==> src/rtl/instr_mem_loader.sv <==
// instr_mem_loader: length-prefixed byte stream to big-endian 32-bit instruction memory writes
module instr_mem_loader #(
  parameter int DEPTH     = 250,
  parameter int BASE_WORD = 10
) (
  input  logic        clk,
  input  logic        rst_n,
  input  logic        start,
  input  logic        byte_valid,
  input  logic [7:0]  byte_data,
  output logic        byte_ready,
  output logic        mem_we,
  output logic [31:0] mem_addr,
  output logic [31:0] mem_wdata,
  output logic        busy,
  output logic        done,
  output logic        error
);
  localparam logic [2:0] IDLE   = 3'd0;
  localparam logic [2:0] LEN_HI = 3'd1;
  localparam logic [2:0] LEN_LO = 3'd2;
  localparam logic [2:0] DATA   = 3'd3;
  localparam logic [2:0] WRITE  = 3'd4;
  localparam logic [2:0] DONE   = 3'd5;
  localparam logic [2:0] ERR    = 3'd6;
  logic [2:0]  state_q, state_d;
  logic [15:0] len_q, len_d, widx_q, widx_d;
  logic [1:0]  bidx_q, bidx_d;
  logic [31:0] word_q, word_d, addr_q, addr_d, wdata_q, wdata_d;
  logic        acc;
  logic [15:0] n;
  logic [16:0] end_word;
  assign byte_ready = state_q == LEN_HI || state_q == LEN_LO || state_q == DATA;
  assign acc        = byte_valid && byte_ready;
  assign n          = {len_q[15:8], byte_data};
  // 17-bit sum so a huge N cannot wrap past the bound
  assign end_word   = 17'(BASE_WORD) + {1'b0, n};
  assign mem_we     = state_q == WRITE;
  assign mem_addr   = addr_q;
  assign mem_wdata  = wdata_q;
  assign busy       = state_q == LEN_HI || state_q == LEN_LO || state_q == DATA || state_q == WRITE;
  assign done       = state_q == DONE;
  assign error      = state_q == ERR;
  always_comb begin
    state_d = state_q;
    len_d   = len_q;
    widx_d  = widx_q;
    bidx_d  = bidx_q;
    word_d  = word_q;
    addr_d  = addr_q;
    wdata_d = wdata_q;
    case (state_q)
      IDLE, DONE, ERR: state_d = start ? LEN_HI : state_q;
      LEN_HI: if (acc) begin
        len_d[15:8] = byte_data;
        state_d     = LEN_LO;
      end
      LEN_LO: if (acc) begin
        len_d   = n;
        widx_d  = '0;
        bidx_d  = '0;
        state_d = n == '0 ? DONE : end_word > 17'(DEPTH) ? ERR : DATA;
      end
      DATA: if (acc) begin
        word_d = {word_q[23:0], byte_data};
        bidx_d = bidx_q + 2'd1;
        if (bidx_q == 2'd3) begin
          state_d = WRITE;
          addr_d  = (32'(BASE_WORD) + {16'd0, widx_q}) << 2;
          wdata_d = {word_q[23:0], byte_data};
        end
      end
      WRITE: begin
        state_d = widx_q == len_q - 16'd1 ? DONE : DATA;
        widx_d  = widx_q == len_q - 16'd1 ? widx_q : widx_q + 16'd1;
      end
      default: state_d = IDLE;
    endcase
  end
  always_ff @(posedge clk) begin
    if (!rst_n) begin
      state_q <= IDLE;
      len_q   <= '0;
      widx_q  <= '0;
      bidx_q  <= '0;
      word_q  <= '0;
      addr_q  <= '0;
      wdata_q <= '0;
    end else begin
      state_q <= state_d;
      len_q   <= len_d;
      widx_q  <= widx_d;
      bidx_q  <= bidx_d;
      word_q  <= word_d;
      addr_q  <= addr_d;
      wdata_q <= wdata_d;
    end
  end
endmodule

==> config.mk <==
export PLATFORM = sky130hd
export DESIGN_NAME = instr_mem_loader
export DESIGN_NICKNAME = d
export VERILOG_FILES = /design/src/rtl/instr_mem_loader.sv
export SDC_FILE = /design/constraint.sdc
export NUM_CORES = 1
export LEC_CHECK = 0
export ABC_AREA = 1
export CORE_MARGIN = 4
export CORE_UTILIZATION = 30
export CTS_BUF_LIST = sky130_fd_sc_hd__clkbuf_4
export CTS_CLUSTER_DIAMETER = 200
export CTS_CLUSTER_SIZE = 8
export DETAILED_ROUTE_END_ITERATION = 7
export MAX_ROUTING_LAYER = met4
export PLACE_DENSITY_LB_ADDON = 0.05
export RECOVER_POWER = 50
export SLEW_MARGIN = 30
export SYNTH_ARGS = -nofsm -noshare
export SYNTH_HDL_FRONTEND = slang
export SYNTH_SLANG_ARGS = --single-unit
export TNS_END_PERCENT = 50
==> constraint.sdc <==
create_clock -name clk -period 4.35 [get_ports clk]
set_clock_uncertainty 0.1 [all_clocks]
set_input_delay 1.305 -clock clk [delete_from_list [all_inputs] [get_ports clk]]
set_output_delay 1.305 -clock clk [all_outputs]
set_load 0.01 [all_outputs]
==> flow_summary.ini, run 1 <==
[status]
status = completed

[cts]
worstSkewPairLatency_ns = 0.51
clkSlewWorstSetupHoldPaths_ns = 0.21
cts_buffers = 9
h-tree-depth = 3
cts_tree = yes
postCtsSetupBuffers = 0
cts_root_buf = clkbuf_4
holdBufCountCts = 0
cts.path.max_buffers = 2
clock-sinks = 110
ctsResizeCount = 0

[pwr]
p_per_area_nw_per_um2 = 391.8
p_sw_w = 0.001093
pwr-share-seq_pct = 43.4
comb_power_share_pct = 35.5
leakagePower_nw = 2.583
worst_ir_drop_vdd_mv = 0.1993
p_clk_share_pct = 21.1
swShare_pct = 41.63
intPower_w = 0.001532

[sta]
min_period_ns = 3.658
period_share_pct = 84.10
fmax_mhz = 273.3
rsz0062_at_grt = no
hold_viol_final = 0
drv_slew = 0
tightest_slew_ns = 1.185
setup_violations = 0
tns_ns = 0
slew_headroom_pct = 20.99

[floorplan]
rows = 50
die_w_um = 146.9
coreArea_sq_um = 18830
die_area_sq_um = 21580
die_h_um = 146.9
ioPinCount = 81
start_util_pct = 30.74

[setup_path]
reg2reg_slack_ns = 1.62
worstRegToRegCells = 9
endpoint = mem_addr[18]
worstPathRequired_ns = 4.66
critPathLaunchType = primary input
r2r-end = mem_addr[18]
r2r_start = state_q[2]
crit_type = primary input to register
cp-startpoint = byte_valid
worstSetupEndpointType = register
cp.arrival_ns = 3.97
cp_max_fo = 32

[route]
drt-initial-drc-count = 310
wl_per_cell_um = 15.30
drc = 0
ant_nets = 0
first_pass_iters = 5
vias_per_cell = 4.697
vias = 5392
totalWireLength_um = 17570

[logic_synthesis]
syn_avg_cell_area_sq_um = 6.867
syn_area_sq_um = 5789
synth-seq-area-share_pct = 38.04
ys_warn_count = 0
synthDistinctLibCells = 39
ys_ff_latch = 110
syn_inst = 843

[global_routing]
grt_pass1_vias = 5385
grt_pass1_wl_um = 28560
grt_usage_pct = 16.82
gr-total-overflow = 0
grt_max_degree = 62
grt_antenna_before_repair = 1

[placed_design]
port-buffer-count = 65
dpl.hpwl_um = 12850
routabilityCongestion = 0.9023
dp.cells = 1131

[finish]
final_util_pct = 35.58
mostFrequentLayoutCell = nand2_1
nFillCells = 2074
finalNonFillerCells = 1148
mostFrequentLayoutCells = 187 x nand2_1, 135 x nor2_1, 110 x dfxtp_1
area_growth_pct = 15.73
nets = 899
drive_above_1_share_pct = 8.343

[flow_run]
cap_viol_max_count = 0

[hold_path]
hp-class = register to register
==> power by group through the flow <==
stage | Combinational [W] | Clock, W | Sequential [W]
2_1_floorplan | 0.000768 | 0 | 0.00111
3_3_place_gp | 0.000926 | 0 | 0.00116
3_5_place_dp | 0.000935 | 0 | 0.00116
4_1_cts | 0.000939 | 0.000590 | 0.00114
5_1_grt | 0.00108 | 0.000623 | 0.00115
6_report | 0.000932 | 0.000553 | 0.00114
==> metal layers <==
layer  GRT usage (%)  share of wire, %
met5               -                 0
met4           3.635               1.1
met3           2.560               3.5
met2           27.40                47
met1           22.26                48
==> per-stage QoR <==
step	worst slack, ns	power [W]	instance area (sq um)	hold WS (ns)
after floorplan	1.595	0.001883	5842	0.3378
after global placement	0.7508	0.002087	6570	0.3505
after detailed placement	0.6546	0.002094	6570	0.3536
after CTS	0.7275	0.002668	6721	0.3772
after global routing	0.4333	0.002851	6700	0.3905
final	0.6916	0.002625	6700	0.3781
==> registers in the layout, indices dropped and copies added, names as in the netlist <==
signal,count
mem_addr,17
word_q,24
bidx_q,2
len_q,16
state_q,3
mem_wdata,32
widx_q,16
==> worst max-delay path: stages <==
cell and delay (ns):
dlygate4sd3_1 0.60, nand3_1 0.18, nor2_1 0.19, nand2_2 0.07
inv_1 0.54, clkbuf_2 0.69, o21ai_0 0.20, o211ai_1 0.13
inv_1 0.06
==> Yosys cell counts <==
cell,n,share of area (%)
nor2_1,133,8.6
buf_6,1,0.19
o221ai_1,3,0.45
nand3_4,2,0.61
nand2_1,187,12
nand4_1,11,1.2
or2_2,1,0.11
inv_1,51,3.3
buf_8,1,0.26
a31oi_1,1,0.11
nor3_1,11,0.95
a21oi_1,64,5.5
dfxtp_1,110,38
nor2_4,7,1.4
buf_1,2,0.13
xnor2_1,14,2.1
o21ai_0,64,5.5
nor2_2,5,0.54
nand2_2,13,1.4
buf_2,18,1.6
o21ai_1,1,0.086
o21bai_1,1,0.13
nand2_4,1,0.19
clkbuf_1,21,1.4
conb_1,1,0.065
a211oi_1,3,0.39
a21oi_2,10,1.5
or2_1,1,0.11
clkbuf_2,3,0.26
nor4_1,4,0.43
buf_4,16,2.1
ha_1,5,1.1
o31ai_1,1,0.13
nand3b_1,6,0.78
inv_2,10,0.65
nand3_1,35,3.0
xor2_1,22,3.3
clkinv_1,2,0.13
o211ai_1,1,0.13
==> kinds of logic after synthesis <==
logic type	count (synthesis)	share of synthesized area, %
xor+xnor	36	5.446
buf+inv	125	9.920
compound gates	149	14.00
flops	110	38.04
fa+ha+maj	5	1.081
other cells	1	0.06477
simple gates	417	31.45
==> worst min path at each step <==
stage                     startpoint         end  slack [ns]  depth (start not counted)
final                     word_q[17]  word_q[17]        0.38                          2
after detailed placement  word_q[17]  word_q[17]        0.35                          2
after global placement    word_q[23]  word_q[23]        0.35                          2
after floorplan           word_q[23]  word_q[23]        0.34                          2
after global routing      word_q[12]  word_q[20]        0.39                          2
after CTS                 word_q[23]  word_q[23]        0.38                          2
==> cell type report <==
cell class,instances,area (sq um),area share [%]
inverters,63,236.5,3.529
flip-flops and latches,110,2202,32.87
multi-input cells,622,3060,45.68
clock inverters,7,83.83,1.251
well taps,260,325.3,4.855
clock buffers,9,67.56,1.008
diodes,1,2.502,0.03735
repair buffers,76,721.9,10.77
No activity file was read; power rests on OpenSTA's default activity.
==> inputs of run 2 (changes only) <==
- clock period: 4.35 -> 3.35 ns (I/O delays scaled with it)
==> run 2 against run 1 <==
  * Core utilization grew 0.50 points
  * First-iteration DRC count is 13% lower
  * Wire length barely moved
  * Critical path depth shrank 5
  * Flip-flop and latch count unchanged
  * Via count is 0.20% lower
  * Highest routed layer unchanged
==> flow_summary.ini, run 2 (same netlist as run 1, synthesis figures left out) <==
[status]
status = completed

[sta]
hold_viol_final = 0
fmax_mhz = 320.0
tightest_slew_ns = 0.7895
rsz0062_at_grt = no
min_period_ns = 3.125
drv_slew = 0
hold_slack_ns = 0.3743
setup_violations = 0
slew_headroom_pct = 47.31
tns_ns = 0
period_share_pct = 93.28

[hold_path]
min-delay-start = word_q[17]
hp-class = register to register
min_path_cells = 2
whs_endpoint = word_q[17]

[floorplan]
die_h_um = 146.9
ioPinCount = 81
rows = 50
start_util_pct = 30.74
die_w_um = 146.9
coreArea_sq_um = 18830
die_area_sq_um = 21580

[cts]
cts_root_buf = clkbuf_4
h-tree-depth = 3
cts_buffers = 9
postCtsSetupBuffers = 0
clock-sinks = 110
cts_tree = yes
clkSlewWorstSetupHoldPaths_ns = 0.21
worstSkewPairLatency_ns = 0.50
holdBufCountCts = 0
cts.path.max_buffers = 2

[setup_path]
r2r_start = len_q[9]
cp_max_fo = 7
reg2reg_slack_ns = 0.90
critPathLaunchType = register
r2r-end = widx_q[11]
cp.arrival_ns = 2.02
worstRegToRegCells = 12
worstPathRequired_ns = 2.24
worstSetupEndpointType = output port
crit_type = register to output port

[finish]
finalNonFillerCells = 1158
area_growth_pct = 17.38
mostFrequentLayoutCell = nand2_1
nets = 909
largest_reg_flops = 32
final_util_pct = 36.09
nFillCells = 2060
mostFrequentLayoutCells = 187 x nand2_1, 134 x nor2_1, 110 x dfxtp_1
drive_above_1_share_pct = 9.030

[placed_design]
dpl.hpwl_um = 13300
port-buffer-count = 65
routabilityCongestion = 0.8539
dp.cells = 1141

[route]
ant_nets = 0
wl_per_cell_um = 15.18
first_pass_iters = 4
drt-initial-drc-count = 271
drc = 0
vias_per_cell = 4.647
vias = 5381
totalWireLength_um = 17580

[global_routing]
gr-total-overflow = 0
grt_max_degree = 62
grt_pass1_wl_um = 28570
globalRoute.busiestLayer = met2
use_met3_pct = 3.362
grt_usage_pct = 16.96
met2_usage_pct = 27.77
grt_antenna_before_repair = 1
grt_pass1_vias = 5203
grt_util_met1_pct = 22.10

[flow_run]
cap_viol_max_count = 0

[pwr]
p_per_area_nw_per_um2 = 509.4
worst_ir_drop_vdd_mv = 0.2088
leakagePower_nw = 2.599
==> run 2: changes by cell type in the layout (fill, tap and decap cells not counted), moves of 2 or more <==
cell and change:
clkdlybuf4s50_1 +10, inv_8 -2, dlygate4sd3_1 -10, clkbuf_1 +2
buf_4 +8, inv_2 -2, inv_1 +2
==> run 2: area by class of cell <==
cell class,instances,area (sq um),area share (%)
Multi-Input combinational cell,622,3063,45.07
Tap cell,260,325.3,4.787
Inverter,63,236.5,3.480
Timing Repair Buffer,86,804.5,11.84
Clock buffer,9,67.56,0.9943
Clock inverter,7,93.84,1.381
Antenna cell,1,2.502,0.03683
Sequential cell,110,2202,32.41
==> run 2: worst max-delay path, stage by stage (launching register included) <==
cell             delay, ns
dfxtp_1               0.40
nor2_2                0.18
nand2_1               0.10
inv_1                 0.25
clkdlybuf4s50_1       0.60
==> run 2: layer usage <==
metal  wire length [um]  part of all wire, %
met1               8446                   48
met2               8414                   48
met3                571                  3.2
met4                145                 0.82
met5                  0                    0
==> run 2: timing repair <==
action,4_1_cts,5_1_grt
endpoints found under the setup margin,0,1
resized for setup,0,1
hold endpoints to repair,0,0
==> run 2: how the worst max path moves through the flow <==
stage,startpoint,end,slack (ns)
after global routing,state_q[1],busy,0.03
after CTS,state_q[0],mem_we,0.11
final,state_q[0],mem_we,0.22
after global placement,byte_data[1],state_q[2],0.30
after detailed placement,byte_data[1],state_q[2],0.28
after floorplan,byte_data[4],state_q[2],0.90
==> run 2: where the power goes <==
part           switching, W  leakage (nW)  internal, W
logic              0.000791          1.63     0.000449
registers          0.000110         0.887      0.00137
clock network      0.000549        0.0845     0.000192
==> run 2: through the flow <==
stage               power (W)  setup slack, ns  instance area, sq um
detailed placement   0.002753           0.2753                  6645
CTS                  0.003518           0.1067                  6807
floorplan            0.002445           0.8955                  5842
global placement     0.002740           0.3003                  6645
finish               0.003462           0.2250                  6795
global route         0.003744          0.03281                  6795
